**src/rtl/tetris_pkg.sv**
```systemverilog
// Shared types and helpers for the Tetris line-clear stage: FSM states, board geometry, scoring.
package tetris_pkg;

  localparam int ROWS_DEF = 8;
  localparam int COLS_DEF = 4;
  localparam int BOARD_W  = 32;

  localparam logic [3:0] FULL_ROW = 4'hF;

  typedef enum logic [1:0] {
    IDLE  = 2'd0,
    SCAN  = 2'd1,
    SHIFT = 2'd2,
    DONE  = 2'd3
  } state_t;

  // Points awarded for the number of rows removed in one pass.
  function automatic logic [3:0] pts(input logic [3:0] n);
    logic [3:0] p;
    case (n)
      4'd0:    p = 4'd0;
      4'd1:    p = 4'd1;
      4'd2:    p = 4'd3;
      4'd3:    p = 4'd5;
      default: p = 4'd8;
    endcase
    return p;
  endfunction

endpackage

```
**src/rtl/row_shifter.sv**
```systemverilog
// Combinational row removal: drops row i_idx, moves every higher row down one, zero-fills the top.
module row_shifter
  import tetris_pkg::*;
#(
  parameter int ROWS = ROWS_DEF,
  parameter int COLS = COLS_DEF
) (
  input  logic [ROWS*COLS-1:0]     i_board,
  input  logic [$clog2(ROWS)-1:0]  i_idx,
  output logic [ROWS*COLS-1:0]     o_board
);

  always_comb begin
    o_board = i_board;
    for (int r = 0; r < ROWS; r++) begin
      if (r >= int'(i_idx)) begin
        if (r == ROWS - 1) begin
          o_board[r*COLS +: COLS] = '0;
        end else begin
          o_board[r*COLS +: COLS] = i_board[(r+1)*COLS +: COLS];
        end
      end
    end
  end

endmodule

```
**src/rtl/line_clear.sv**
```systemverilog
// Line-clear stage: scans the landed board one row per cycle, removes full rows, updates score.
// Optional level tracking is built when LINE_CLEAR_LEVEL_EN is defined.
module line_clear
  import tetris_pkg::*;
#(
  parameter int ROWS    = ROWS_DEF,
  parameter int COLS    = COLS_DEF,
  parameter int SCORE_W = 16
) (
  input  logic               clka,
  input  logic               restart,
  input  logic               touched,
  input  logic [31:0]        board_in,
  output logic [31:0]        board_out,
  output logic               done,
  output logic               busy,
  output logic [3:0]         lines_cleared,
  output logic [SCORE_W-1:0] score,
  output logic               game_over,
  output logic [3:0]         level,
  output logic [1:0]         dbg_state
);

  localparam int IDX_W = $clog2(ROWS);

  // Handshake: touched is a level request, sampled only in IDLE (ignored while busy);
  // done is a one-cycle pulse during which board_out/score/lines_cleared are valid.

  state_t                r_state;
  state_t                w_next;
  logic [31:0]           r_work;
  logic [IDX_W-1:0]      r_idx;
  logic [3:0]            r_cnt;
  logic [31:0]           r_board_out;
  logic [3:0]            r_lines;
  logic [SCORE_W-1:0]    r_score;
  logic                  r_game_over;

  logic [COLS-1:0]       w_row;
  logic                  w_row_full;
  logic                  w_last;
  logic                  w_enter_done;
  logic [31:0]           w_shifted;
  logic [SCORE_W:0]      w_score_sum;
  logic [SCORE_W-1:0]    w_score_next;

  assign w_row        = r_work[int'(r_idx)*COLS +: COLS];
  assign w_row_full   = (w_row == FULL_ROW);
  assign w_last       = (r_idx == IDX_W'(ROWS - 1));
  assign w_enter_done = (r_state == SCAN) && !w_row_full && w_last;

  assign w_score_sum  = {1'b0, r_score} + (SCORE_W+1)'(pts(r_cnt));
  assign w_score_next = w_score_sum[SCORE_W] ? {SCORE_W{1'b1}} : w_score_sum[SCORE_W-1:0];

  row_shifter #(
    .ROWS (ROWS),
    .COLS (COLS)
  ) u_row_shifter (
    .i_board (r_work),
    .i_idx   (r_idx),
    .o_board (w_shifted)
  );

  always_ff @(posedge clka or posedge restart) begin
    if (restart) begin
      r_state <= IDLE;
    end else begin
      r_state <= w_next;
    end
  end

  // The same row is rechecked after a shift, since a full row may have dropped into it.
  always_comb begin
    w_next = r_state;
    case (r_state)
      IDLE:    if (touched) w_next = SCAN;
      SCAN: begin
        if (w_row_full)  w_next = SHIFT;
        else if (w_last) w_next = DONE;
      end
      SHIFT:   w_next = SCAN;
      DONE:    w_next = IDLE;
      default: w_next = IDLE;
    endcase
  end

  always_ff @(posedge clka or posedge restart) begin
    if (restart) begin
      r_work      <= '0;
      r_idx       <= '0;
      r_cnt       <= '0;
      r_board_out <= '0;
      r_lines     <= '0;
      r_score     <= '0;
      r_game_over <= 1'b0;
    end else begin
      case (r_state)
        IDLE: begin
          if (touched) begin
            r_work <= board_in;
            r_idx  <= '0;
            r_cnt  <= '0;
          end
        end
        SCAN: begin
          if (!w_row_full && !w_last) begin
            r_idx <= r_idx + 1'b1;
          end
          if (w_enter_done) begin
            r_board_out <= r_work;
            r_lines     <= r_cnt;
            r_score     <= w_score_next;
            if (r_work[(ROWS-1)*COLS +: COLS] != '0) begin
              r_game_over <= 1'b1;
            end
          end
        end
        SHIFT: begin
          r_work <= w_shifted;
          if (r_cnt != 4'hF) begin
            r_cnt <= r_cnt + 4'd1;
          end
        end
        default: ;
      endcase
    end
  end

`ifdef LINE_CLEAR_LEVEL_EN
  logic [7:0] r_total;
  logic [3:0] r_level;
  logic [8:0] w_total_sum;
  logic [7:0] w_total_next;

  assign w_total_sum  = {1'b0, r_total} + 9'(r_cnt);
  assign w_total_next = w_total_sum[8] ? 8'hFF : w_total_sum[7:0];

  // level = total/4 capped at 15; total/4 exceeds 15 exactly when bits [7:6] are set.
  always_ff @(posedge clka or posedge restart) begin
    if (restart) begin
      r_total <= '0;
      r_level <= '0;
    end else if (w_enter_done) begin
      r_total <= w_total_next;
      r_level <= (w_total_next[7:6] != 2'b00) ? 4'hF : w_total_next[5:2];
    end
  end

  assign level = r_level;
`else
  assign level = 4'd0;
`endif

  assign board_out     = r_board_out;
  assign lines_cleared = r_lines;
  assign score         = r_score;
  assign game_over     = r_game_over;
  assign done          = (r_state == DONE);
  assign busy          = (r_state != IDLE);
  assign dbg_state     = r_state;

endmodule

```
**config.mk**
```make
export PLATFORM = sky130hd
export DESIGN_NAME = line_clear
export DESIGN_NICKNAME = d
export VERILOG_FILES = /design/src/rtl/tetris_pkg.sv /design/src/rtl/row_shifter.sv /design/src/rtl/line_clear.sv
export SDC_FILE = /design/constraint.sdc
export NUM_CORES = 1
export LEC_CHECK = 0
export CAP_MARGIN = 10
export CORE_ASPECT_RATIO = 0.6
export CORE_MARGIN = 2
export CORE_UTILIZATION = 52
export CTS_BUF_LIST = sky130_fd_sc_hd__clkbuf_16
export DETAILED_ROUTE_END_ITERATION = 16
export PLACE_DENSITY = 0.81
export SYNTH_ARGS = -nofsm -noshare
export SYNTH_HDL_FRONTEND = slang
export SYNTH_SLANG_ARGS = --single-unit
```
**constraint.sdc**
```tcl
create_clock -name clka -period 3.5 [get_ports clka]
set_input_delay 0.35 -clock clka [delete_from_list [all_inputs] [get_ports clka]]
set_output_delay 0.35 -clock clka [all_outputs]
set_load 0.03 [all_outputs]
```
==> results of run 1 <==
## power by group through the flow
stage	clock, mW	sequential [mW]	combinational, mW
floorplan	0	2.24	1.24
global placement	0	1.98	2.24
detailed placement	0	1.99	2.30
CTS	1.03	1.99	2.32
global route	1.07	2.06	2.51
finish	1.01	1.99	2.31
## registers in the layout, indices dropped and copies added (netlist names)
name and count:
board_out 32, r_work 32, score 16, lines_cleared 4, r_cnt 4, r_idx 3
dbg_state 2, game_over 1
## Yosys cell counts (all sizes together) (2+ instances only)
master   n  area share [%]
a41oi    2            0.68
nand2   31             2.4
a21oi   34             3.6
or2      2            0.26
mux2i   31             6.5
a21o     4            0.63
nor2b    5            0.65
inv      8            0.63
a31oi    3            0.71
clkbuf   7            0.60
nand3   14             1.5
nand2b   4            0.52
a22o     6             1.1
dfrtp   94              49
mux2    45              13
buf     15             2.6
and2     4            0.52
nor2    48             3.8
o21ai   14             1.5
nand4    5            0.65
nor3     6            0.73
xnor2    2            0.37
ha      11             2.9
o211a    3            0.63
o31a     3            0.55
and3     5            0.68
## path summary, 6_finish.rpt
check / depth (start not counted) / endpoint
max: 6 / board_out[30]
min in group clka: 1 / game_over
max reg2reg: 6 / board_out[30]
min: 2 / board_out[5]
max in group asynchronous: 3 / r_work[22]
min reg2reg: 1 / game_over
## logic make-up after synthesis
family | after synthesis | synth area share (%)
AO/OA/AOI/OAI | 74 | 10.38
buffers and inverters | 30 | 3.843
adder cells (fa/ha/maj) | 12 | 3.294
AND/OR/NAND/NOR | 128 | 12.34
flip-flops | 94 | 49.15
multiplexers | 77 | 20.37
other | 1 | 0.07836
XOR/XNOR | 3 | 0.5491
## metal layers
metal,vias to the layer above,part of all wire [%]
met4,0,0.91
met1,1704,50
li1,1653,-
met3,10,7.6
met5,-,0
met2,144,41
## layout make-up
cell class | instances | area (µm²) | share of cell area, %
flip-flops and latches | 94 | 2352 | 38.83
multi-input cells | 298 | 2263 | 37.36
repair buffers | 98 | 963.4 | 15.90
clock buffers | 9 | 225.2 | 3.717
well taps | 116 | 145.1 | 2.396
clock inverters | 6 | 77.57 | 1.280
inverters | 8 | 31.28 | 0.5163
## worst reg2reg max path: cells and delay by family, from the launching register on
kind | cells | cell delay, ps
compound gates | 2 | 780
flops | 1 | 680
mux | 2 | 750
buf+inv | 2 | 640
==> run_results.csv, run 1 <==
group,metric,value,unit
run,max_cap_viol_count,0,
timing,grt_setup_unrepaired,"false",
synthesis,ys_types,48,
pwr,ir_drop,0.4021,mV
routing,drc,0,
clock_tree,clk_latency,340,ps
pwr,internal-power,3.241,mW
cells_and_area,final_cell_mix,"dfrtp_1 (94), clkdlybuf4s50_1 (91), nor2_1 (48), mux2_4 (36), a21oi_1 (34)",
synthesis,avgSynthCellArea,11.42,µm²
critical_path,startpoint,"r_idx[0]",
placement,dp_slack,561.8,ps
critical_path,path_class,"reg2reg",
outcome,status,"complete, no violations",
synthesis,async_flop_share,100.0,%
critical_path,endpoint_kind,"flop",
timing,hold_viol_final,0,
critical_path,worstReg2RegStart,"r_idx[0]",
cells_and_area,drive_gt1_share,14.42,%
die,die_h,78.31,µm
routing,routed_wl,11080,µm
clock_tree,clock_path_buffers,2,
critical_path,worstPathRequired,3730,ps
global_routing,grt.met1_usage,36.60,%
placement,place_area,5756,µm²
pwr,p_seq_share,37.5,%
clock_tree,postCtsHoldBufs,0,
cells_and_area,final_core_util,66.92,%
cells_and_area,diodes,0,
critical_path,cp_cell_sequence,"inv_2, mux4_2, a211oi_4, a31oi_4, buf_4, mux2_4",
timing,fin_tns_setup,0,ps
timing,finalWorstSetupSlack,544.7,ps
pwr,p_leak,2.854,nW
timing,slew_violations,0,
cells_and_area,layout_commonest_cell,"dfrtp_1",
placement,globalplace.congestion,0.8610,
cells_and_area,fin_cells,629,
global_routing,track_usage,23.40,%
clock_tree,cts_tree,"built",
die,dieArea,10010,µm²
critical_path,path_max_fanout,27,
pwr,switching_share,38.98,%
clock_tree,post_cts_buffers,0,
synthesis,syn_inst,419,
timing,worst_pin_slew,809.4,ps
critical_path,crit_slowest_cell,"a31oi_4",
critical_path,critical_path_buf_inv_count,2,
timing,max_slew_margin,46.04,%
clock_tree,clkTransAtPathRegs,60,ps
synthesis,synth-seq-cells,94,
global_routing,use_met2,31.55,%
synthesis,ys_seq_area_share,49.15,%
synthesis,ys_warn_count,0,
routing,wire_per_inst,17.61,µm
die,coreArea,9054,µm²
critical_path,ff2ff_setup_slack,540,ps
critical_path,path_delay_family,"compound AO/OA/AOI/OAI gates",
die,die_w,127.9,µm
pwr,switchingPower,2.071,mW
die,initial_core_util,52.86,%
pwr,total_power,5.312,mW
die,ios,96,
cells_and_area,layout.nets,556,
timing,final.period_utilization,84.44,%
timing,setup_viol,0,
hold_path,hold_path.class,"in2async",
clock_tree,cts_resized,0,
cells_and_area,final_cell_area,6058,µm²
cells_and_area,area_delta_synth_final,26.59,%
global_routing,grt_pass1_vias,3405,
clock_tree,h-tree-depth,3,
placement,dp_hpwl,7837,µm
global_routing,gr-usage-met3,7.021,%
placement,port_buffers,91,
routing,vias,3511,
routing,firstDrtPassIters,5,
critical_path,cpPeakStageDelay,700,ps
timing,min_period,2955,ps
synthesis,netlist_area,4786,µm²
critical_path,crit_arrival,3180,ps
pwr,power.density,876.8,nW/µm²
timing,fin_worst_skew,4.740,ps
cells_and_area,nFillCells,678,
global_routing,grt_pass1_wl,18080,µm
die,num_rows,27,
pwr,pwr-share-clk,19.1,%
pwr,power_frac_comb,43.5,%
timing,timing.fmax,338.4,MHz
routing,drt_iter0_drc,327,
global_routing,antenna_found_initial,0,
critical_path,worst_setup_path_start_kind,"flop",
clock_tree,cts_made_buffers,9,
clock_tree,cts_sinks,94,
routing,ant_nets,0,
synthesis,synth_flop_cell,"dfrtp_1",
synthesis,synth_edf_count,0,
global_routing,grt_max_degree,46,
clock_tree,cts-root-buf,"clkbuf_16",
routing,viasPerCell,5.582,
global_routing,grt-ovfl-total,0,
global_routing,grt_busiest_layer,"met1",
timing,timing.hold.ws,459.0,ps
placement,dp_cells,614,
Note: power is estimated with default switching activity, not from simulation.
==> inputs of run 2 (changes only) <==
==> constraint.sdc (replaced) <==
create_clock -name clka -period 3 [get_ports clka]
set_input_delay 0.3 -clock clka [delete_from_list [all_inputs] [get_ports clka]]
set_output_delay 0.3 -clock clka [all_outputs]
set_load 0.03 [all_outputs]
==> run 2 against run 1 <==
Compared with the run above:
- register-to-register slack got worse by 400 ps
- sequential power is 16% higher
- worst setup slack worse by 400 ps
- global-route usage rose by 0.15 points
- clock power about the same
- first-iteration DRC count is 14% lower
- largest power group unchanged
- wire length barely moved
- via count increased by 2.0%
- highest routed layer unchanged
- hold slack got worse by 220 ps
- clock-buffer cell count stayed put
- power grew 14%
- non-clock buffer count up 3
==> run_results.csv, run 2 (synthesis gave the netlist of run 1 again) <==
group,metric,value,unit
critical_path,endpoint_kind,"flop",
critical_path,cpPeakStageDelay,470,ps
critical_path,crit_arrival,3080,ps
clock_tree,cts_made_buffers,9,
timing,max_slew_margin,42.08,%
routing,wire_per_inst,17.54,µm
timing,fin_tns_setup,0,ps
die,ios,96,
clock_tree,cts-root-buf,"clkbuf_16",
routing,viasPerCell,5.675,
timing,min_period,2856,ps
timing,setup_viol,0,
critical_path,worstPathRequired,3220,ps
clock_tree,clkTransAtPathRegs,60,ps
global_routing,track_usage,23.55,%
critical_path,crit_slowest_cell,"dfrtp_1",
clock_tree,cts_sinks,94,
placement,dp_hpwl,7828,µm
global_routing,grt_pass1_vias,3513,
routing,ant_nets,0,
global_routing,antenna_found_initial,0,
die,die_w,127.9,µm
routing,firstDrtPassIters,5,
cells_and_area,final_cell_mix,"dfrtp_1 (94), clkdlybuf4s50_1 (91), nor2_1 (48), mux2_4 (36), a21oi_1 (34)",
hold_path,hold_path.class,"in2async",
critical_path,worst_setup_path_start_kind,"flop",
cells_and_area,final_core_util,66.92,%
placement,port_buffers,91,
clock_tree,clock_path_buffers,2,
die,initial_core_util,52.86,%
routing,drt_iter0_drc,282,
clock_tree,cts_tree,"built",
critical_path,ff2ff_setup_slack,140,ps
clock_tree,clk_latency,340,ps
timing,slew_violations,0,
timing,finalWorstSetupSlack,144.1,ps
critical_path,path_max_fanout,8,
die,num_rows,27,
die,die_h,78.31,µm
timing,worst_pin_slew,868.7,ps
critical_path,path_class,"reg2reg",
cells_and_area,layout.nets,559,
cells_and_area,layout_commonest_cell,"dfrtp_1",
die,coreArea,9054,µm²
run,max_cap_viol_count,0,
timing,hold_viol_final,0,
timing,fin_worst_skew,6.356,ps
clock_tree,h-tree-depth,3,
placement,dp_slack,154.4,ps
critical_path,r2r_end,"score[11]",
global_routing,grt-ovfl-total,0,
outcome,status,"complete, no violations",
timing,timing.fmax,350.2,MHz
pwr,total_power,6.043,mW
global_routing,grt_max_degree,49,
pwr,ir_drop,0.5761,mV
placement,globalplace.congestion,0.8378,
die,dieArea,10010,µm²
cells_and_area,area_delta_synth_final,26.59,%
pwr,power.density,997.5,nW/µm²
routing,routed_wl,11070,µm
routing,vias,3581,
critical_path,reg2regPathDepth,11,
cells_and_area,drive_gt1_share,14.76,%
global_routing,grt_pass1_wl,18290,µm
timing,grt_setup_unrepaired,"false",
cells_and_area,diodes,0,
routing,drc,0,
pwr,p_leak,2.843,nW
timing,final.period_utilization,95.20,%
critical_path,cp_cell_sequence,"inv_1, ha_1, nor3_1, nor2_1, ha_1, fa_1, a21o_1, a21o_1, nand4_1, nand2_1, mux2_1",
clock_tree,cts_resized,0,
critical_path,worstReg2RegStart,"r_cnt[0]",
[run 2: critical path, delay by kind of cell, from the launching register on]
family | cells | cell delay (ps)
compound gates | 2 | 430
fa+ha+maj | 3 | 870
buf+inv | 1 | 70
flops | 1 | 470
mux | 1 | 290
simple gates | 4 | 610
[run 2: how the worst max path moves through the flow]
stage               startpoint            to  slack [ps]  cells past startpoint
finish                r_cnt[0]     score[11]         140                     11
global route          r_cnt[0]      score[5]         0.2                     12
CTS                   r_cnt[0]     score[11]         100                     11
detailed placement    r_cnt[0]     score[11]         150                     11
global placement      r_cnt[0]      score[9]         250                     10
floorplan              restart  board_out[0]         250                      1
[run 2: layout make-up]
type	count	area (µm²)
Fill cell	678	2995
Sequential cell	94	2352
Multi-Input combinational cell	298	2263
Timing Repair Buffer	101	1011
Clock buffer	9	225.2
Tap cell	116	145.1
Inverter	8	31.28
Clock inverter	5	30.03
[run 2: repair_timing]
item,4_1_cts,5_1_grt
setup buffers,0,2
setup endpoints to repair,0,5
hold buffers,0,0
[run 2: where the power goes]
group          internal (mW)  switching, mW  leakage [nW]
sequential              1.77          0.536          1.18
combinational           1.31           1.41          1.55
clock                  0.546          0.470         0.118
[run 2: per-stage QoR]
step | hold slack, ps | std cells | area [µm²]
2_1_floorplan | 440.0 | 422 | 4797
3_3_place_gp | 450.0 | 615 | 5788
4_1_cts | 239.8 | 629 | 6043
6_report | 236.1 | 631 | 6058
3_5_place_dp | 453.9 | 615 | 5788
5_1_grt | 259.6 | 631 | 6058
[run 2: routing by layer]
| layer | track usage (%) | share of wire (%) |
|---|---|---|
| met5 | 0 | 0 |
| met4 | 5.714 | 1.1 |
| met3 | 6.271 | 7.7 |
| met2 | 32.03 | 42 |
| met1 | 37.10 | 49 |
